`src/rtl/traffic_pkg.sv`:
```
// Shared phase/lamp encodings and width helpers for the traffic phase controller.
package traffic_pkg;

  typedef enum logic [1:0] {
    PH_MAIN_GO   = 2'd0,
    PH_MAIN_ATTN = 2'd1,
    PH_SIDE_GO   = 2'd2,
    PH_SIDE_ATTN = 2'd3
  } phase_e;

  localparam logic [1:0] ML_STOP      = 2'd0;
  localparam logic [1:0] ML_STOP_ATTN = 2'd1;
  localparam logic [1:0] ML_GO        = 2'd2;
  localparam logic [1:0] ML_GO_ATTN   = 2'd3;

  localparam logic [1:0] SL_GO        = 2'd0;
  localparam logic [1:0] SL_GO_ATTN   = 2'd1;
  localparam logic [1:0] SL_STOP      = 2'd2;
  localparam logic [1:0] SL_STOP_ATTN = 2'd3;

  function automatic int cnt_w(input int a, input int b, input int c);
    int m;
    m = a;
    if (b > m) m = b;
    if (c > m) m = c;
    return $clog2(m + 1);
  endfunction

  function automatic int idx_w(input int n);
    return (n > 1) ? $clog2(n) : 1;
  endfunction

endpackage

```
`src/rtl/traffic_phase_ctrl_rr_pick.sv`:
```
// Round-robin selector: first pending side after last_i, wrapping to the start.
module rr_pick
  import traffic_pkg::*;
#(
  parameter  int N_SIDE = 2,
  localparam int AS_W   = idx_w(N_SIDE)
) (
  input  logic [N_SIDE-1:0] req_i,
  input  logic [AS_W-1:0]   last_i,
  output logic [AS_W-1:0]   idx_o,
  output logic              valid_o
);

  always_comb begin
    idx_o   = '0;
    valid_o = 1'b0;
    // Upper slice (above last_i) has priority over the wrapped lower slice.
    for (int j = 0; j < N_SIDE; j++) begin
      if (!valid_o && req_i[j] && (j > int'(last_i))) begin
        valid_o = 1'b1;
        idx_o   = AS_W'(j);
      end
    end
    for (int j = 0; j < N_SIDE; j++) begin
      if (!valid_o && req_i[j] && (j <= int'(last_i))) begin
        valid_o = 1'b1;
        idx_o   = AS_W'(j);
      end
    end
  end

endmodule

```
`src/rtl/traffic_phase_ctrl.sv`:
```
// Main/side-road phase controller: round-robin side service, congestion-extended
// main green, congestion cut of side green after a minimum, rest in main green.
module traffic_phase_ctrl
  import traffic_pkg::*;
#(
  parameter  int N_SIDE     = 2,
  parameter  int T_MAIN_GO  = 20,
  parameter  int T_MAIN_MAX = 40,
  parameter  int T_SIDE_GO  = 10,
  parameter  int T_SIDE_MIN = 4,
  parameter  int T_ATTN     = 3,
  localparam int AS_W       = idx_w(N_SIDE),
  localparam int CNT_W      = cnt_w(T_MAIN_MAX, T_SIDE_GO, T_ATTN)
) (
  input  logic                clk,
  input  logic                rst_n,
  input  logic                cong,
  input  logic [N_SIDE-1:0]   side_req,
  output logic [1:0]          main_state,
  output logic [2*N_SIDE-1:0] side_state,
  output logic [AS_W-1:0]     active_side,
  output logic [CNT_W-1:0]    phase_cnt,
  output logic [1:0]          phase_dbg
);

  localparam logic [CNT_W-1:0] ELAPSED_LIM  = CNT_W'(T_MAIN_MAX - 1);
  localparam logic [CNT_W-1:0] SIDE_CUT_CNT = CNT_W'(T_SIDE_GO - T_SIDE_MIN + 1);

  phase_e                phase_q;
  logic [CNT_W-1:0]      cnt_q;
  logic [CNT_W-1:0]      elapsed_q;
  logic [1:0]            main_q;
  logic [2*N_SIDE-1:0]   side_q;
  logic [AS_W-1:0]       active_q;
  logic [AS_W-1:0]       last_q;
  logic [N_SIDE-1:0]     pend_q;

  logic [N_SIDE-1:0]     pend_d;
  logic [N_SIDE-1:0]     act_mask;
  logic [N_SIDE-1:0]     pick_mask;
  logic [AS_W-1:0]       pick_idx;
  logic                  pick_valid;
  logic                  cnt_last;
  logic                  main_hold;
  logic                  side_cut;

  rr_pick #(.N_SIDE(N_SIDE)) u_pick (
    .req_i   (pend_q),
    .last_i  (last_q),
    .idx_o   (pick_idx),
    .valid_o (pick_valid)
  );

  function automatic logic [2*N_SIDE-1:0] side_lamps(input logic [AS_W-1:0] sel,
                                                      input logic [1:0]      lamp);
    logic [2*N_SIDE-1:0] r;
    r = '0;
    for (int i = 0; i < N_SIDE; i++) begin
      r[2*i +: 2] = (int'(sel) == i) ? lamp : SL_STOP;
    end
    return r;
  endfunction

  always_comb begin
    act_mask  = N_SIDE'(1) << active_q;
    pick_mask = N_SIDE'(1) << pick_idx;
    // The side being served cannot re-queue itself until main green returns.
    pend_d    = pend_q | (side_req & ~((phase_q != PH_MAIN_GO) ? act_mask : '0));
    cnt_last  = (cnt_q == CNT_W'(1));
    // elapsed_q counts completed cycles, so the current cycle is elapsed_q+1.
    main_hold = !pick_valid || (cong && (elapsed_q < ELAPSED_LIM));
    side_cut  = cnt_last || (cong && (cnt_q <= SIDE_CUT_CNT));
  end

  always_ff @(posedge clk or negedge rst_n) begin
    if (!rst_n) begin
      phase_q   <= PH_MAIN_GO;
      cnt_q     <= CNT_W'(T_MAIN_GO);
      elapsed_q <= '0;
      main_q    <= ML_GO;
      side_q    <= {N_SIDE{SL_STOP}};
      active_q  <= '0;
      last_q    <= AS_W'(N_SIDE - 1);
      pend_q    <= '0;
    end else begin
      pend_q <= pend_d;
      case (phase_q)
        PH_MAIN_GO: begin
          if (elapsed_q != CNT_W'(T_MAIN_MAX)) elapsed_q <= elapsed_q + 1'b1;
          if (!cnt_last) begin
            cnt_q <= cnt_q - 1'b1;
          end else if (!main_hold) begin
            phase_q  <= PH_MAIN_ATTN;
            cnt_q    <= CNT_W'(T_ATTN);
            main_q   <= ML_GO_ATTN;
            side_q   <= side_lamps(pick_idx, SL_STOP_ATTN);
            active_q <= pick_idx;
            last_q   <= pick_idx;
            pend_q   <= pend_d & ~pick_mask;
          end
        end
        PH_MAIN_ATTN: begin
          if (cnt_last) begin
            phase_q <= PH_SIDE_GO;
            cnt_q   <= CNT_W'(T_SIDE_GO);
            main_q  <= ML_STOP;
            side_q  <= side_lamps(active_q, SL_GO);
          end else begin
            cnt_q <= cnt_q - 1'b1;
          end
        end
        PH_SIDE_GO: begin
          if (side_cut) begin
            phase_q <= PH_SIDE_ATTN;
            cnt_q   <= CNT_W'(T_ATTN);
            main_q  <= ML_STOP_ATTN;
            side_q  <= side_lamps(active_q, SL_GO_ATTN);
          end else begin
            cnt_q <= cnt_q - 1'b1;
          end
        end
        PH_SIDE_ATTN: begin
          if (cnt_last) begin
            phase_q   <= PH_MAIN_GO;
            cnt_q     <= CNT_W'(T_MAIN_GO);
            elapsed_q <= '0;
            main_q    <= ML_GO;
            side_q    <= {N_SIDE{SL_STOP}};
          end else begin
            cnt_q <= cnt_q - 1'b1;
          end
        end
      endcase
    end
  end

  assign main_state  = main_q;
  assign side_state  = side_q;
  assign active_side = active_q;
  assign phase_cnt   = cnt_q;
  assign phase_dbg   = phase_q;

endmodule

```
`config.mk`:
```
export PLATFORM = sky130hd
export DESIGN_NAME = traffic_phase_ctrl
export DESIGN_NICKNAME = d
export VERILOG_FILES = /design/src/rtl/traffic_pkg.sv /design/src/rtl/traffic_phase_ctrl_rr_pick.sv /design/src/rtl/traffic_phase_ctrl.sv
export SDC_FILE = /design/constraint.sdc
export NUM_CORES = 1
export LEC_CHECK = 0
export ABC_AREA = 1
export CORE_MARGIN = 4
export CORE_UTILIZATION = 25
export CTS_BUF_LIST = sky130_fd_sc_hd__clkbuf_8
export DETAILED_ROUTE_END_ITERATION = 8
export GPL_TIMING_DRIVEN = 1
export PLACE_DENSITY = 0.53
export SETUP_SLACK_MARGIN = 0.4
export SYNTH_ARGS = -nofsm -noshare
export SYNTH_HDL_FRONTEND = slang
export SYNTH_SLANG_ARGS = --single-unit
```
`constraint.sdc`:
```
create_clock -name clk -period 1.34 [get_ports clk]
set_clock_uncertainty 0.05 [all_clocks]
set_input_delay 0.402 -clock clk [delete_from_list [all_inputs] [get_ports clk]]
set_output_delay 0.402 -clock clk [all_outputs]
set_load 0.01 [all_outputs]
```
==> flow_summary.ini, run 1 <==
[status]
status = finished, violations left
violations = setup timing

[cells_and_area]
fillers = 579
nNetsFinal = 288
instances_no_fill = 346
drive_above_1_share = 0.4781
antenna_cells = 0
area_growth_pct = 67.46
utilization = 0.4420
postLayoutCellArea_um2 = 2479

[clock_network]
root_buffer = clkbuf_8
cts.clk_slew.worst_paths_ns = 0.08
clock_latency_ns = 0.26
cts_htree_levels = 1
cts_buffers = 3
clkSinkCount = 23
clock_path_buffers = 2
cts_tree = built
postCtsHoldBufs = 0

[power_and_ir_drop]
finalPower_mw = 1.158
p_leak_nw = 1.201
powerDensity_nw_per_um2 = 467.3
peakVddDrop_mv = 0.3168

[worst_setup_path]
ff2ff_path_depth = 9
r2r-start = phase_cnt[5]
path_cells = buf_6 -> nor2_4 -> nand3_4 -> nand2_4 -> nand2_8 -> nor2_8 -> nand2_4 -> nand2_2 -> nand2_1
arrival_ns = 1.67
critPathLaunchType = flop
criticalPathCategory = reg2reg
worstPathMaxFanout = 7
r2r_end = phase_dbg[1]
crit_top_cell = nand2_4
crit_path_end_kind = flop
crit_slowest_cell = dfrtp_1
slowest_delay_ns = 0.41
r2r_setup_slack_ns = -0.22
critPathTopFamily = simple AND/OR/NAND/NOR gates
cp.required_ns = 1.45
cp_num_buf_inv = 1

[place]
placed_cells = 314
io_buffers = 19
pre_cts_slack_ns = -0.4617
dp_hpwl_um = 2714
placed_cell_area_um2 = 2063
gp_congestion = 0.7792

[routing]
drt-total-wl_um = 3790
antenna_left = 0
wl_per_cell_um = 10.95
via_per_inst = 4.240
drtPass1Iterations = 4
drc = 0
drtIter0Drc = 54
vias = 1467

[global_route]
grt_pass1_wl_um = 6437
grt_pass1_vias = 1419
grt_overflow_total = 0
track_usage = 0.1083
grt_max_degree = 24
antenna_found_initial = 0

[logic_synthesis]
ys_top_cells_by_count = 47 x nand2_1, 25 x inv_1, 19 x nor2_1
synthCells = 190
syn_area_um2 = 1480
synth-edff-count = 0
seq_area_frac_synth = 0.3939
avgSynthCellArea_um2 = 7.790
ys.warnings.count = 0
synthMostInstantiatedCell = nand2_1
synth_nets = 203
ys_top_cells_by_area = dfrtp_1 29%, nand2_1 12%, dfstp_2 11%, ha_1 6.8%, inv_1 6.3%
synth_seq_cells = 23
synthArstFlopShare = 1.000
synth_flop_cell = dfrtp_1
synth_top_cell_area_share = 0.2874
yosysTopAreaCell = dfrtp_1
yosysUniqueCellTypes = 27

[sta]
finalSetupViolCount = 34
tightestPinTransition_ns = 0.2442
rsz0062_at_grt = true
setup_tns_ns = -4.922
finalCritPeriodShare = 1.163
final_hold_viol_count = 0
slew_viol_final = 0
hold_ws_ns = 0.4237
slew_headroom = 0.8355
period_needed_ns = 1.558
fin_ws_ns = -0.2182
fmax_mhz = 641.8

[floorplan]
die_x_um = 84.95
fp-row-count = 27
die_y_um = 84.95
die_area_um2 = 7216
num_io_pins = 20
core_um2 = 5608
start_util = 0.2639

[worst_hold_path]
hp-class = in2async

[run]
maxCapViolCount = 0
==> state kept, by name, indices dropped and copies added, names as in the netlist <==
signal,flops
main_state,1
active_side,1
phase_dbg,2
side_state,4
pend_q,2
phase_cnt,6
last_q,1
elapsed_q,6
==> power by group <==
part / switching [mW] / internal (mW) / total (mW)
Sequential: 0.000000000000000174 / 0.694 / 0.694
Clock: 0.226 / 0.205 / 0.430
Combinational: 0.0171 / 0.0163 / 0.0334
Total: 0.243 / 0.915 / 1.16
==> repair_timing <==
item                                    4_1_cts  5_1_grt
pin swaps                                    14       14
buffers inserted                             15       11
endpoints found under the setup margin       38       38
endpoints found under the hold margin         0        0
resized for setup                            92       30
gates cloned                                  2        0
==> logic make-up (layout without fill, tap and decap cells) <==
family | count (synthesis) | after routing | share of synthesized area
flip-flops | 23 | 23 | 0.3939
AND/OR/NAND/NOR | 96 | 98 | 0.3271
AO/OA/AOI/OAI | 27 | 27 | 0.09637
XOR/XNOR | 6 | 6 | 0.03550
buffers and inverters | 30 | 112 | 0.07946
adder cells (fa/ha/maj) | 8 | 8 | 0.06763
==> worst max-delay path by stage <==
stage                  from             to  slack (ns)  cells past startpoint
2_1_floorplan  phase_cnt[1]   phase_dbg[0]       -0.13                      9
3_3_place_gp           cong   phase_dbg[1]       -0.44                     10
3_5_place_dp           cong   phase_dbg[1]       -0.46                     10
4_1_cts        phase_cnt[1]  side_state[2]       -0.22                     10
5_1_grt        phase_cnt[5]   elapsed_q[4]       -0.30                      9
6_report       phase_cnt[5]   phase_dbg[1]       -0.22                      9
==> area by class of cell <==
cell class	count	area, um2	share of cell area
clock buffers	3	41.29	0.01666
clock inverters	1	3.754	0.001514
inverters	28	112.6	0.04543
multi-input cells	139	940.9	0.3796
flip-flops and latches	23	585.6	0.2362
well taps	72	90.09	0.03635
repair buffers	80	704.4	0.2842
==> layer usage <==
layer  wire [um]  vias to the layer above  GRT usage
li1            -                      775          -
met1        1863                      656     0.1461
met2        1761                       30     0.1794
met3         113                        6    0.01650
met4          51                        0    0.03022
met5           0                        -          0
==> cell usage in the layout (no fill, tap or decap), drive strengths merged, types with 3 or more instances in the layout <==
cell and instances:
dfrtp 17, ha 8, clkdlybuf4s50 4, buf 76, nor2 25, o211ai 3, dfstp 6, o21ai 14
inv 29, clkbuf 3, nand3 16, xor2 4, nand2 51, a21oi 10
Power figures use the tool's default switching activity.
==> inputs of run 2 (changes only) <==
--- a/config.mk
+++ b/config.mk
@@ -9,6 +9,7 @@
 export CORE_MARGIN = 4
 export CORE_UTILIZATION = 25
 export CTS_BUF_LIST = sky130_fd_sc_hd__clkbuf_8
+export CTS_CLUSTER_SIZE = 25
 export DETAILED_ROUTE_END_ITERATION = 8
 export GPL_TIMING_DRIVEN = 1
 export PLACE_DENSITY = 0.53
==> results of run 2 <==
Same layout as run 1: the final DEF is identical, and so are final timing and power.
==> inputs of run 3 (changes only) <==
--- a/config.mk
+++ b/config.mk
@@ -6,14 +6,17 @@
 export NUM_CORES = 1
 export LEC_CHECK = 0
 export ABC_AREA = 1
+export ABC_CLOCK_PERIOD_IN_PS = 1340
 export CORE_MARGIN = 4
 export CORE_UTILIZATION = 25
 export CTS_BUF_LIST = sky130_fd_sc_hd__clkbuf_8
+export CTS_CLUSTER_DIAMETER = 200
 export CTS_CLUSTER_SIZE = 25
 export DETAILED_ROUTE_END_ITERATION = 8
 export GPL_TIMING_DRIVEN = 1
 export PLACE_DENSITY = 0.53
 export SETUP_SLACK_MARGIN = 0.4
+export SKIP_CTS_REPAIR_TIMING = 1
 export SYNTH_ARGS = -nofsm -noshare
 export SYNTH_HDL_FRONTEND = slang
 export SYNTH_SLANG_ARGS = --single-unit
==> flow_summary.ini, run 3 (synthesis results as in run 1) <==
[sta]
finalSetupViolCount = 33
fmax_mhz = 643.5
slew_viol_final = 0
finalCritPeriodShare = 1.160
slew_headroom = 0.8396
rsz0062_at_grt = true
fin_ws_ns = -0.2139
final_hold_viol_count = 0
period_needed_ns = 1.554
tightestPinTransition_ns = 0.2381

[floorplan]
core_um2 = 5608
die_x_um = 84.95
start_util = 0.2639
die_area_um2 = 7216
fp-row-count = 27
num_io_pins = 20
die_y_um = 84.95

[power_and_ir_drop]
finalPower_mw = 1.162
powerDensity_nw_per_um2 = 486.1
p_leak_nw = 1.142
peakVddDrop_mv = 0.3182

[routing]
antenna_left = 0
drt-total-wl_um = 3712
drc = 0
via_per_inst = 4.205
vias = 1413
wl_per_cell_um = 11.05
drtPass1Iterations = 4
drtIter0Drc = 26

[clock_network]
cts_tree = built
cts_htree_levels = 1
clock_latency_ns = 0.27
cts.clk_slew.worst_paths_ns = 0.08
root_buffer = clkbuf_8
clock_path_buffers = 2
cts_buffers = 3
clkSinkCount = 23

[place]
gp_congestion = 0.7792
dp_hpwl_um = 2714
pre_cts_slack_ns = -0.4617
io_buffers = 19
placed_cells = 314

[worst_setup_path]
criticalPathCategory = reg2reg
cp_num_buf_inv = 1
slowest_delay_ns = 0.41
path_cells = inv_1 -> ha_4 -> nand3_4 -> nand2_4 -> nand2_4 -> nor2_8 -> nand2_4 -> nand2_1 -> nand2_1
critPathTopFamily = simple AND/OR/NAND/NOR gates
worstPathMaxFanout = 7
arrival_ns = 1.67
cp.required_ns = 1.46
crit_top_cell = nand2_4
crit_path_end_kind = flop
crit_slowest_cell = dfrtp_1
critPathLaunchType = flop

[status]
status = finished, violations left
violations = setup timing

[global_route]
track_usage = 0.09747
grt_max_degree = 24
grt_overflow_total = 0
antenna_found_initial = 0
grt_pass1_vias = 1319
grt_pass1_wl_um = 5851

[run]
maxCapViolCount = 0

[cells_and_area]
layout_common_cells = 42 x buf_4, 38 x nand2_1, 23 x inv_1, 17 x buf_6, 16 x nor2_1
final_common_cell = buf_4
drive_above_1_share = 0.4735
nNetsFinal = 278
instances_no_fill = 336
area_growth_pct = 61.54
antenna_cells = 0

[worst_hold_path]
hp-class = reg2reg
==> run 3: cell count changes in the layout (fill, tap and decap cells not counted), sizes merged <==
cell and delta:
inv -1, clkbuf +1, clkinvlp +1, buf -11
==> run 3: area by class of cell <==
cell class	count	area, um2
fillers	582	3217
flip-flops and latches	23	586.8
well taps	72	90.09
repair buffers	70	611.8
clock inverters	1	3.754
inverters	28	113.9
multi-input cells	139	943.4
clock buffers	3	41.29
==> run 3: worst paths after layout <==
kind	from	to	slack, ns	cells after the start
min in group asynchronous	rst_n	pend_q[1]	0.42	2
min reg2reg	side_state[3]	side_state[3]	0.41	2
max reg2reg	phase_cnt[1]	side_state[2]	-0.21	9
max	phase_cnt[1]	side_state[2]	-0.21	9
max in group asynchronous	rst_n	main_state[1]	0.60	2
min	side_state[3]	side_state[3]	0.41	2
==> run 3: per-stage QoR <==
| stage | area (um2) | util | setup TNS [ns] | hold WS (ns) |
|---|---|---|---|---|
| 6_report | 2391 | 0.4264 | -4.410 | 0.4137 |
| 5_1_grt | 2391 | 0.4264 | -6.975 | 0.4192 |
| 4_1_cts | 2108 | 0.3759 | -9.282 | 0.4105 |
| 3_5_place_dp | 2063 | 0.3679 | -7.411 | 0.3981 |
| 3_3_place_gp | 2063 | 0.3679 | -7.210 | 0.3926 |
| 2_1_floorplan | 1514 | - | -1.022 | 0.05641 |
==> run 3: power by group <==
group          total, mW        switching (mW)  internal, mW  leakage [nW]
clock              0.434                 0.229         0.205        0.0269
combinational     0.0337                0.0173        0.0164         0.856
sequential         0.694  0.000000000000000189         0.694         0.259
total               1.16                 0.247         0.916          1.14
==> run 3: metal layers <==
layer  up-vias  global-route usage  routed length (um)
li1        756                   -                   -
met1       637              0.1353                1854
met2        15              0.1561                1735
met3         5             0.01650                  85
met4         0             0.02590                  38
met5         -                   0                   0
==> run 3: tightest hold or removal path: cells and delay by family, from the launching register on <==
| kind | cells | cell delay [ns] |
|---|---|---|
| flops | 1 | 0.38 |
| simple gates | 2 | 0.09 |
